<file path="src/rtl/display_scan_mux_pkg.sv">
// Shared constants and helpers for the display scan multiplexer.
//   BLANK_CODE  glyph code the segment decoder renders as an all-off digit
//   NUM_DIGITS  digits sharing the decoder
//   CODE_W      glyph code width
//   ANODE_OFF   active-low anode pattern with every digit disabled
package display_scan_mux_pkg;

    localparam int NUM_DIGITS = 4;
    localparam int CODE_W     = 5;
    localparam int IDX_W      = 2;

    localparam logic [CODE_W-1:0]     BLANK_CODE = 5'd18;
    localparam logic [NUM_DIGITS-1:0] ANODE_OFF  = 4'b1111;

    // One code per digit, digit0 in the low slice.
    typedef logic [NUM_DIGITS-1:0][CODE_W-1:0] codes_t;

    // Width of a counter that must hold 0..n-1; never below one bit.
    function automatic int cnt_w(input int n);
        return (n <= 1) ? 1 : $clog2(n);
    endfunction

endpackage

</file>
<file path="src/rtl/display_scan_mux_scan_tick_gen.sv">
// Free-running prescaler that emits a one-cycle tick every PERIOD cycles.
//   clk    system clock
//   reset  synchronous active-high reset (counter to 0)
//   tick   high for the single cycle the counter sits at PERIOD-1
module scan_tick_gen
    import display_scan_mux_pkg::*;
#(
    parameter int PERIOD = 100000
) (
    input  logic clk,
    input  logic reset,
    output logic tick
);

    localparam int W = cnt_w(PERIOD);

    logic [W-1:0] cnt;

    assign tick = (cnt == W'(PERIOD - 1));

    always_ff @(posedge clk) begin
        if (reset)     cnt <= '0;
        else if (tick) cnt <= '0;
        else           cnt <= cnt + W'(1);
    end

endmodule

</file>
<file path="src/rtl/display_scan_mux.sv">
// Time-multiplexes four glyph codes onto one shared 7-segment decoder with
// per-digit blink, anode dead-time and frame-synchronous updates.
//   clk, reset   system clock, synchronous active-high reset
//   codes_in     four packed codes, digit0 in [4:0]
//   update       strobe: capture codes_in as pending frame data
//   update_ack   pulse when pending data becomes displayed data
//   blink_mask   per-digit blink enable
//   enable       0 forces every anode off
//   digit_code   registered glyph code for the decoder
//   anode        registered active-low digit enables
module display_scan_mux
    import display_scan_mux_pkg::*;
#(
    parameter int PRESCALE     = 100000,
    parameter int DEADTIME     = 8,
    parameter int BLINK_FRAMES = 125
) (
    input  logic                         clk,
    input  logic                         reset,
    input  logic [NUM_DIGITS*CODE_W-1:0] codes_in,
    input  logic                         update,
    output logic                         update_ack,
    input  logic [NUM_DIGITS-1:0]        blink_mask,
    input  logic                         enable,
    output logic [CODE_W-1:0]            digit_code,
    output logic [NUM_DIGITS-1:0]        anode
);

    localparam int DEAD_W  = cnt_w(DEADTIME + 1);
    localparam int FRAME_W = cnt_w(BLINK_FRAMES);

    logic               tick, boundary;
    logic [IDX_W-1:0]   idx, idx_nx;
    logic [DEAD_W-1:0]  dead, dead_nx;
    logic [FRAME_W-1:0] frame, frame_nx;
    logic               phase, phase_nx;
    codes_t             display, display_nx, pending, pending_nx;
    logic               pend_vld, pend_vld_nx, ack_nx;
    logic [CODE_W-1:0]     code_nx;
    logic [NUM_DIGITS-1:0] anode_nx;

    scan_tick_gen #(.PERIOD(PRESCALE)) u_tick (
        .clk   (clk),
        .reset (reset),
        .tick  (tick)
    );

    assign boundary = tick && (idx == IDX_W'(NUM_DIGITS - 1));

    // Outputs are derived from next-state values so the registered
    // digit_code/anode line up with the slot that starts on this edge.
    always_comb begin
        idx_nx      = tick ? idx + IDX_W'(1) : idx;
        dead_nx     = tick ? DEAD_W'(DEADTIME)
                           : ((dead != '0) ? dead - DEAD_W'(1) : dead);
        frame_nx    = frame;
        phase_nx    = phase;
        display_nx  = display;
        pending_nx  = pending;
        pend_vld_nx = pend_vld;
        ack_nx      = 1'b0;

        if (boundary) begin
            if (frame == FRAME_W'(BLINK_FRAMES - 1)) begin
                frame_nx = '0;
                phase_nx = ~phase;
            end else begin
                frame_nx = frame + FRAME_W'(1);
            end
            // An update landing on the boundary skips the pending stage so
            // it is not held back a whole frame.
            if (update) begin
                display_nx = codes_in;
                ack_nx     = 1'b1;
            end else if (pend_vld) begin
                display_nx = pending;
                ack_nx     = 1'b1;
            end
            pend_vld_nx = 1'b0;
        end else if (update) begin
            pending_nx  = codes_in;
            pend_vld_nx = 1'b1;
        end

        code_nx  = (phase_nx && blink_mask[idx_nx]) ? BLANK_CODE : display_nx[idx_nx];
        anode_nx = (!enable || dead_nx != '0) ? ANODE_OFF
                                              : ~(NUM_DIGITS'(1) << idx_nx);
    end

    always_ff @(posedge clk) begin
        if (reset) begin
            idx        <= '0;
            dead       <= DEAD_W'(DEADTIME);
            frame      <= '0;
            phase      <= 1'b0;
            display    <= {NUM_DIGITS{BLANK_CODE}};
            pending    <= {NUM_DIGITS{BLANK_CODE}};
            pend_vld   <= 1'b0;
            update_ack <= 1'b0;
            digit_code <= BLANK_CODE;
            anode      <= ANODE_OFF;
        end else begin
            idx        <= idx_nx;
            dead       <= dead_nx;
            frame      <= frame_nx;
            phase      <= phase_nx;
            display    <= display_nx;
            pending    <= pending_nx;
            pend_vld   <= pend_vld_nx;
            update_ack <= ack_nx;
            digit_code <= code_nx;
            anode      <= anode_nx;
        end
    end

endmodule

</file>
<file path="config.mk">
export PLATFORM = sky130hd
export DESIGN_NAME = display_scan_mux
export DESIGN_NICKNAME = d
export VERILOG_FILES = /design/src/rtl/display_scan_mux_pkg.sv /design/src/rtl/display_scan_mux_scan_tick_gen.sv /design/src/rtl/display_scan_mux.sv
export SDC_FILE = /design/constraint.sdc
export NUM_CORES = 1
export LEC_CHECK = 0
export BUFFER_PORTS_ARGS = -buffer_cell sky130_fd_sc_hd__buf_4
export CAP_MARGIN = 20
export CORE_ASPECT_RATIO = 1.1
export CORE_MARGIN = 5
export CORE_UTILIZATION = 40
export CTS_BUF_LIST = sky130_fd_sc_hd__clkbuf_8 sky130_fd_sc_hd__clkbuf_16
export CTS_CLUSTER_DIAMETER = 40
export CTS_CLUSTER_SIZE = 20
export DETAILED_ROUTE_END_ITERATION = 7
export HOLD_SLACK_MARGIN = 0.02
export PLACE_DENSITY_LB_ADDON = 0.3
export SLEW_MARGIN = 30
export SYNTH_ARGS = -nofsm -noshare
export SYNTH_HDL_FRONTEND = slang
export SYNTH_SLANG_ARGS = --single-unit
</file>
<file path="constraint.sdc">
create_clock -name clk -period 2.2 [get_ports clk]
set_input_delay 0.33 -clock clk [delete_from_list [all_inputs] [get_ports clk]]
set_output_delay 0.33 -clock clk [all_outputs]
set_load 0.01 [all_outputs]
</file>
**Word level (Yosys, flattened, before mapping)**

Cells that the tools add are included.

- Bits in registers: 82

- Reductions and logical operators: 12
- Order comparisons: 1
- Bitwise operators: 3
- Equality and inequality tests: 3
- Shifts and indexed selects: 1
- Multiplexer cells: 15
- Add/sub/neg operators: 4

Operator list:

| operator | count |
|---|---|
| $mux W20 | 3 |
| $add A17 B1 Y17 const B | 1 |
| $eq A17 B17 Y1 const B | 1 |
| $bmux W5 S2 | 1 |
| $reduce_or A2 Y1 | 5 |
| $mux W4 | 2 |
| $reduce_bool A4 Y1 | 2 |
| $add A7 B1 Y7 const B | 1 |
| $eq A7 B7 Y1 const B | 1 |
| $mux W7 | 1 |
| $mux W1 | 5 |
| $mux W5 | 1 |
| $not A4 Y4 | 1 |
| $shl A1 B2 Y4 const A | 1 |
| $sub A4 B1 Y4 const B | 1 |
| $lt A2 B3 Y1 const B | 1 |
| $add A2 B1 Y2 const B | 1 |
| $bmux W1 S2 | 1 |
| $eq A2 B2 Y1 const B | 1 |
| $logic_and A1 B1 Y1 | 2 |
| $mux W2 | 1 |
| $not A1 Y1 | 2 |
| $reduce_and A2 Y1 | 1 |
| $logic_not A1 Y1 | 1 |
| $logic_or A1 B1 Y1 | 1 |

**Logic depth before layout (Yosys ltp)**

- Depth in word-level cells: 6
- Mapped depth: 10

**Hierarchy**

Synthesis repeated with hierarchy kept, for this count alone.

- Cell total of the unflattened synthesis: 438
- Area total of the unflattened synthesis: 3742.3 um2

By module, submodules not included:

| module | instances | cells an instance | area an instance (um2) |
|---|---|---|---|
| display_scan_mux | 1 | 350 | 2945.3 |
| scan_tick_gen | 1 | 88 | 797.0 |

**Worst setup path before layout**

OpenSTA, ideal clock, no wires.

- Path kind: register to register
- From: register u_tick.cnt[11]
- To: register digit_code[4]
- Required time: 2.076 ns
- Buffers on the path: 0
- Clock period less this slack: 2.457 ns
- Stages on the path, launching flop included: 8
- Arrival time: 2.333 ns
- Slack: -0.257 ns
- Cells stage by stage: dfxtp_1 or4b_4 nor4_4 mux2_4 nand2_1 nand3_1 a31o_1 a2111o_1

- Longest elaborated chain between the ends: 6
- Elaborated cells between the ends (all ways): 11
- Those cells by class: 1 x eq/ne; 7 x mux; 3 x reduce/logical

RTL lines:

| item | RTL line | RTL |
|---|---|---|
| from (decl) | display_scan_mux_scan_tick_gen.sv:17 | `logic [W-1:0] cnt;` |
| from (signal assigned) | display_scan_mux_scan_tick_gen.sv:24 | `else cnt <= cnt + W'(1);` |
| $eq A17 B17 Y1 (*) | display_scan_mux_scan_tick_gen.sv:19 | `assign tick = (cnt == W'(PERIOD - 1));` |
| $mux W2 | display_scan_mux.sv:53 | `idx_nx = tick ? idx + IDX_W'(1) : idx;` |
| $bmux W1 S2 | display_scan_mux.sv:85 | `code_nx = (phase_nx && blink_mask[idx_nx]) ? BLANK_CODE : display_nx[idx_nx];` |
| $mux W1 (not written as such) | display_scan_mux.sv:85 |  |
| $logic_and A1 B1 Y1 | display_scan_mux.sv:85 |  |
| $reduce_or A2 Y1 (no source line) | -- |  |
| to (signal assigned) | display_scan_mux.sv:111 | `digit_code <= code_nx;` |
| to (decl) | display_scan_mux.sv:25 | `output logic [CODE_W-1:0] digit_code,` |

Mark *: on every way between the ends. The rest lies on a longest branch, timed or not. The select of a mux whose other input is x is not followed.
A chain may end at the register's enable or synchronous reset.

**Worst setup path after layout**

- From: register u_tick.cnt[12]
- To: register digit_code[4]

The elaborated chain is that of the path after synthesis.

==> impl_results.md <==
- Initial DRC count: 178
- Drt drc: 0
- Post-layout util: 55.46%
- CTS max path bufs: 2
- WL/cell: 15.51 microns
- MaxCap Viol Count: 0
- FMAX: 414.9 MHz
- Worst Reg2Reg Path Length in Cells: 7
- Crit share post-route: 109.5%
- Post-detailed-route via-to-cell ratio: 5.406
- Setup WS post-layout: -0.2100 ns
- First-pass GRT wire length: 16,730 microns
- Initial Util: 41.15%
- Final HPWL DP: 6952 microns
- Die Area: 11,190 sq um
- Crit start category: register
- Worst hold path type: in2reg
- Largest net degree at the start of global routing: 50
- Die Span X: 101.3 microns
- Peak VDD IR: 438.6 uV
- Layout Skew: 0.009156 ns
- Routed WL: 9974 microns
- Leak: 1.962 nW
- Initial antenna violation count: 0
- GRT Util Overall: 18.29%
- Via count: 3,476
- Hold Vio Cnt, Final: 0
- # hold bufs at CTS: 0
- Worst-path fanout max: 4
- Setup crit end kind: register
- Inst Count DP: 614
- Max-slew headroom: 63.99%
- Prevailing post-synth register cell: dfxtp_1
- Async SR Flop Fraction: 0%
- Most common cell after layout, fill and taps aside: buf_4
- Antenna viol nets, final: 0
- Clock-pin slew on the worst setup and hold paths: 0.08 ns
- YS warnings: 0
- ANT cells: 0
- Core ar.: 8919 sq um
- R2R setup slack: -0.21 ns
- Tmin final: 2.410 ns
- CTS H-tree lvls: 3
- Seq. cell area: 1650 sq um
- Reg2reg end: digit_code[4]$_SDFF_PP1_
- # setup viols final: 8
- Area occupied by multi-input gates: 2074 sq um
- Synthesized Nets: 473
- Share of cells above drive strength 1: 30.25%
- Final Instance Area: 4946 sq um
- IO Port Bufs: 37
- Yosys reg bits: 82
- Synth Instances: 440
- Placed cell areas: 4405 sq um
- DR pass1 iterations: 4
- Most frequent cells in the layout: buf_4 (85), dfxtp_1 (75), nor2_1 (65)
- # nets final: 557
- Worst slew pin tran: 0.5360 ns
- Hold_sp: codes_in[4]
- Clk sinks: 82
- Vias in the first global route: 3,556
- Placer Congestion: 0.8903
- Power per cell area: 650.8 nW/um^2
- Setup_tns: -0.8653 ns
- Crit-path cells: or4bb_4 -> nor4_4 -> mux2_4 -> nand2_2 -> nand3_2 -> a31o_1 -> a2111o_1
- Gr ovfl total: 0
- Clk root buf: clkbuf_8
- Worst R2R Start: u_tick.cnt[12]$_SDFF_PP0_
- Final non-filler cell total: 643
- Run status: finished with violations
- Fill count: 789
- CTS tree: yes
- Clk Latency, worst-skew pair: 0.35 ns
- Slowest-stage cell, CP: or4bb_4
- Critical path data required time: 2.43 ns
- RSZ-0062 raised after global routing: true
- IO Pins: 38
- Sequential share of the synthesized area: 44.73%
- Number of flops mapped to enable cells by yosys: 0
- Synth Cell Area: 3670 sq um
- Slowest cell delay on critical path: 0.55 ns
- Critical path arrival: 2.64 ns
- Hold EP: pending[4]$_SDFFE_PP1P_
- Count of cell types in the netlist: 47
- Worst Path Class, Setup: reg2reg
- Violated checks: setup timing
- DIE HEIGHT: 110.5 microns
- Hold depth: 3
- Final Max Slew Viols: 0
- CTS Buf Count: 9
- Row count: 36
- Area Growth Syn to Fin: 34.78%
- Syn avg cell area: 8.340 sq um
[registers in the layout, summed over array words and instances (netlist names)]
signal and cells:
display 20, pending 20, u_tick.cnt 17, frame 7
digit_code 5, anode 4, dead 4, idx 2
pend_vld 1, phase 1, update_ack 1
[worst max path at each step]
stage	startpoint	end	slack [ns]	depth (start not counted)
after floorplan	u_tick.cnt[7]$_SDFF_PP0_	digit_code[1]$_SDFF_PP1_	-0.23	7
after global placement	u_tick.cnt[13]$_SDFF_PP0_	digit_code[4]$_SDFF_PP1_	-0.20	7
after detailed placement	u_tick.cnt[13]$_SDFF_PP0_	digit_code[4]$_SDFF_PP1_	-0.26	7
after CTS	u_tick.cnt[8]$_SDFF_PP0_	digit_code[4]$_SDFF_PP1_	-0.21	7
after global routing	u_tick.cnt[12]$_SDFF_PP0_	digit_code[2]$_SDFF_PP0_	-0.32	9
final	u_tick.cnt[12]$_SDFF_PP0_	digit_code[4]$_SDFF_PP1_	-0.21	7
[cell families after synthesis]
group	synth area share, %
AOI/OAI and AO/OA	14.73
xor gates and xnor gates	5.489
adders and majority gates	1.705
buffers and inverters	3.409
DFF	44.73
muxes	0.9546
and+or+nand+nor	28.98
[power breakdown]
group          total, mW  internal [mW]  switching, mW
clock               1.28          0.744          0.536
combinational      0.343          0.167          0.176
sequential          1.60           1.55         0.0475
[per-stage QoR]
stage	worst slack (ns)	hold WS [ns]	total power [mW]
CTS	-0.2072	0.1998	3.235
finish	-0.2100	0.2074	3.219
global placement	-0.1950	0.4438	1.947
detailed placement	-0.2635	0.4485	1.958
floorplan	-0.2314	0.4175	1.836
global route	-0.3160	0.2170	3.368
[area by class of cell]
type / count / area share [%]
Multi-Input combinational cell: 329 / 41.94
Sequential cell: 82 / 33.37
Timing Repair Buffer: 97 / 16.70
Tap cell: 114 / 2.884
Clock buffer: 9 / 2.504
Clock inverter: 7 / 2.226
Inverter: 5 / 0.3795
[critical path: cells and delay by family (launching register included)]
kind / cells / cell delay, ns
AO/OA/AOI/OAI: 2 / 0.57
AND/OR/NAND/NOR: 4 / 1.04
multiplexers: 1 / 0.35
flip-flops: 1 / 0.33
[per-layer routing]
layer | share of wire, % | vias to the layer above | wire [microns] | global-route usage, %
met4 | 2.7 | 0 | 268 | 7.713
met1 | 44 | 1661 | 4354 | 22.88
li1 | - | 1707 | - | -
met2 | 49 | 79 | 4846 | 29.93
met3 | 5.1 | 29 | 504 | 3.972
met5 | 0 | - | 0 | 0
[cell usage after synthesis (3+ instances only)]
cell      count  area [sq um]
dfxtp_1      82          1642
nor2_1       68         255.2
nand2_1      66         247.7
a21oi_1      39         195.2
clkbuf_1     21         78.83
xor2_1       16         140.1
nor3_1       13         65.06
nand3_1      11         55.05
a22oi_1      10         75.07
a32oi_1       9         78.83
nand3b_1      9         67.56
or3_1         9         56.30
nor4_1        7         43.79
xnor2_1       7         61.31
nand4_1       6         37.54
a22o_1        5         43.79
a32o_1        5         50.05
ha_1          5         62.56
inv_1         5         18.77
nand2b_1      4         25.02
or2_2         4         25.02
and2_1        3         18.77
nor2b_1       3         18.77
o21ai_0       3         15.01
[what timing repair did]
| item | in CTS | in global routing |
|---|---|---|
| endpoints found under the setup margin | 10 | 14 |
| pin swaps | 6 | 10 |
| gates cloned | 0 | 1 |
| gates resized for setup | 18 | 31 |
| setup buffers | 8 | 4 |
Power figures use the tool's default switching activity.
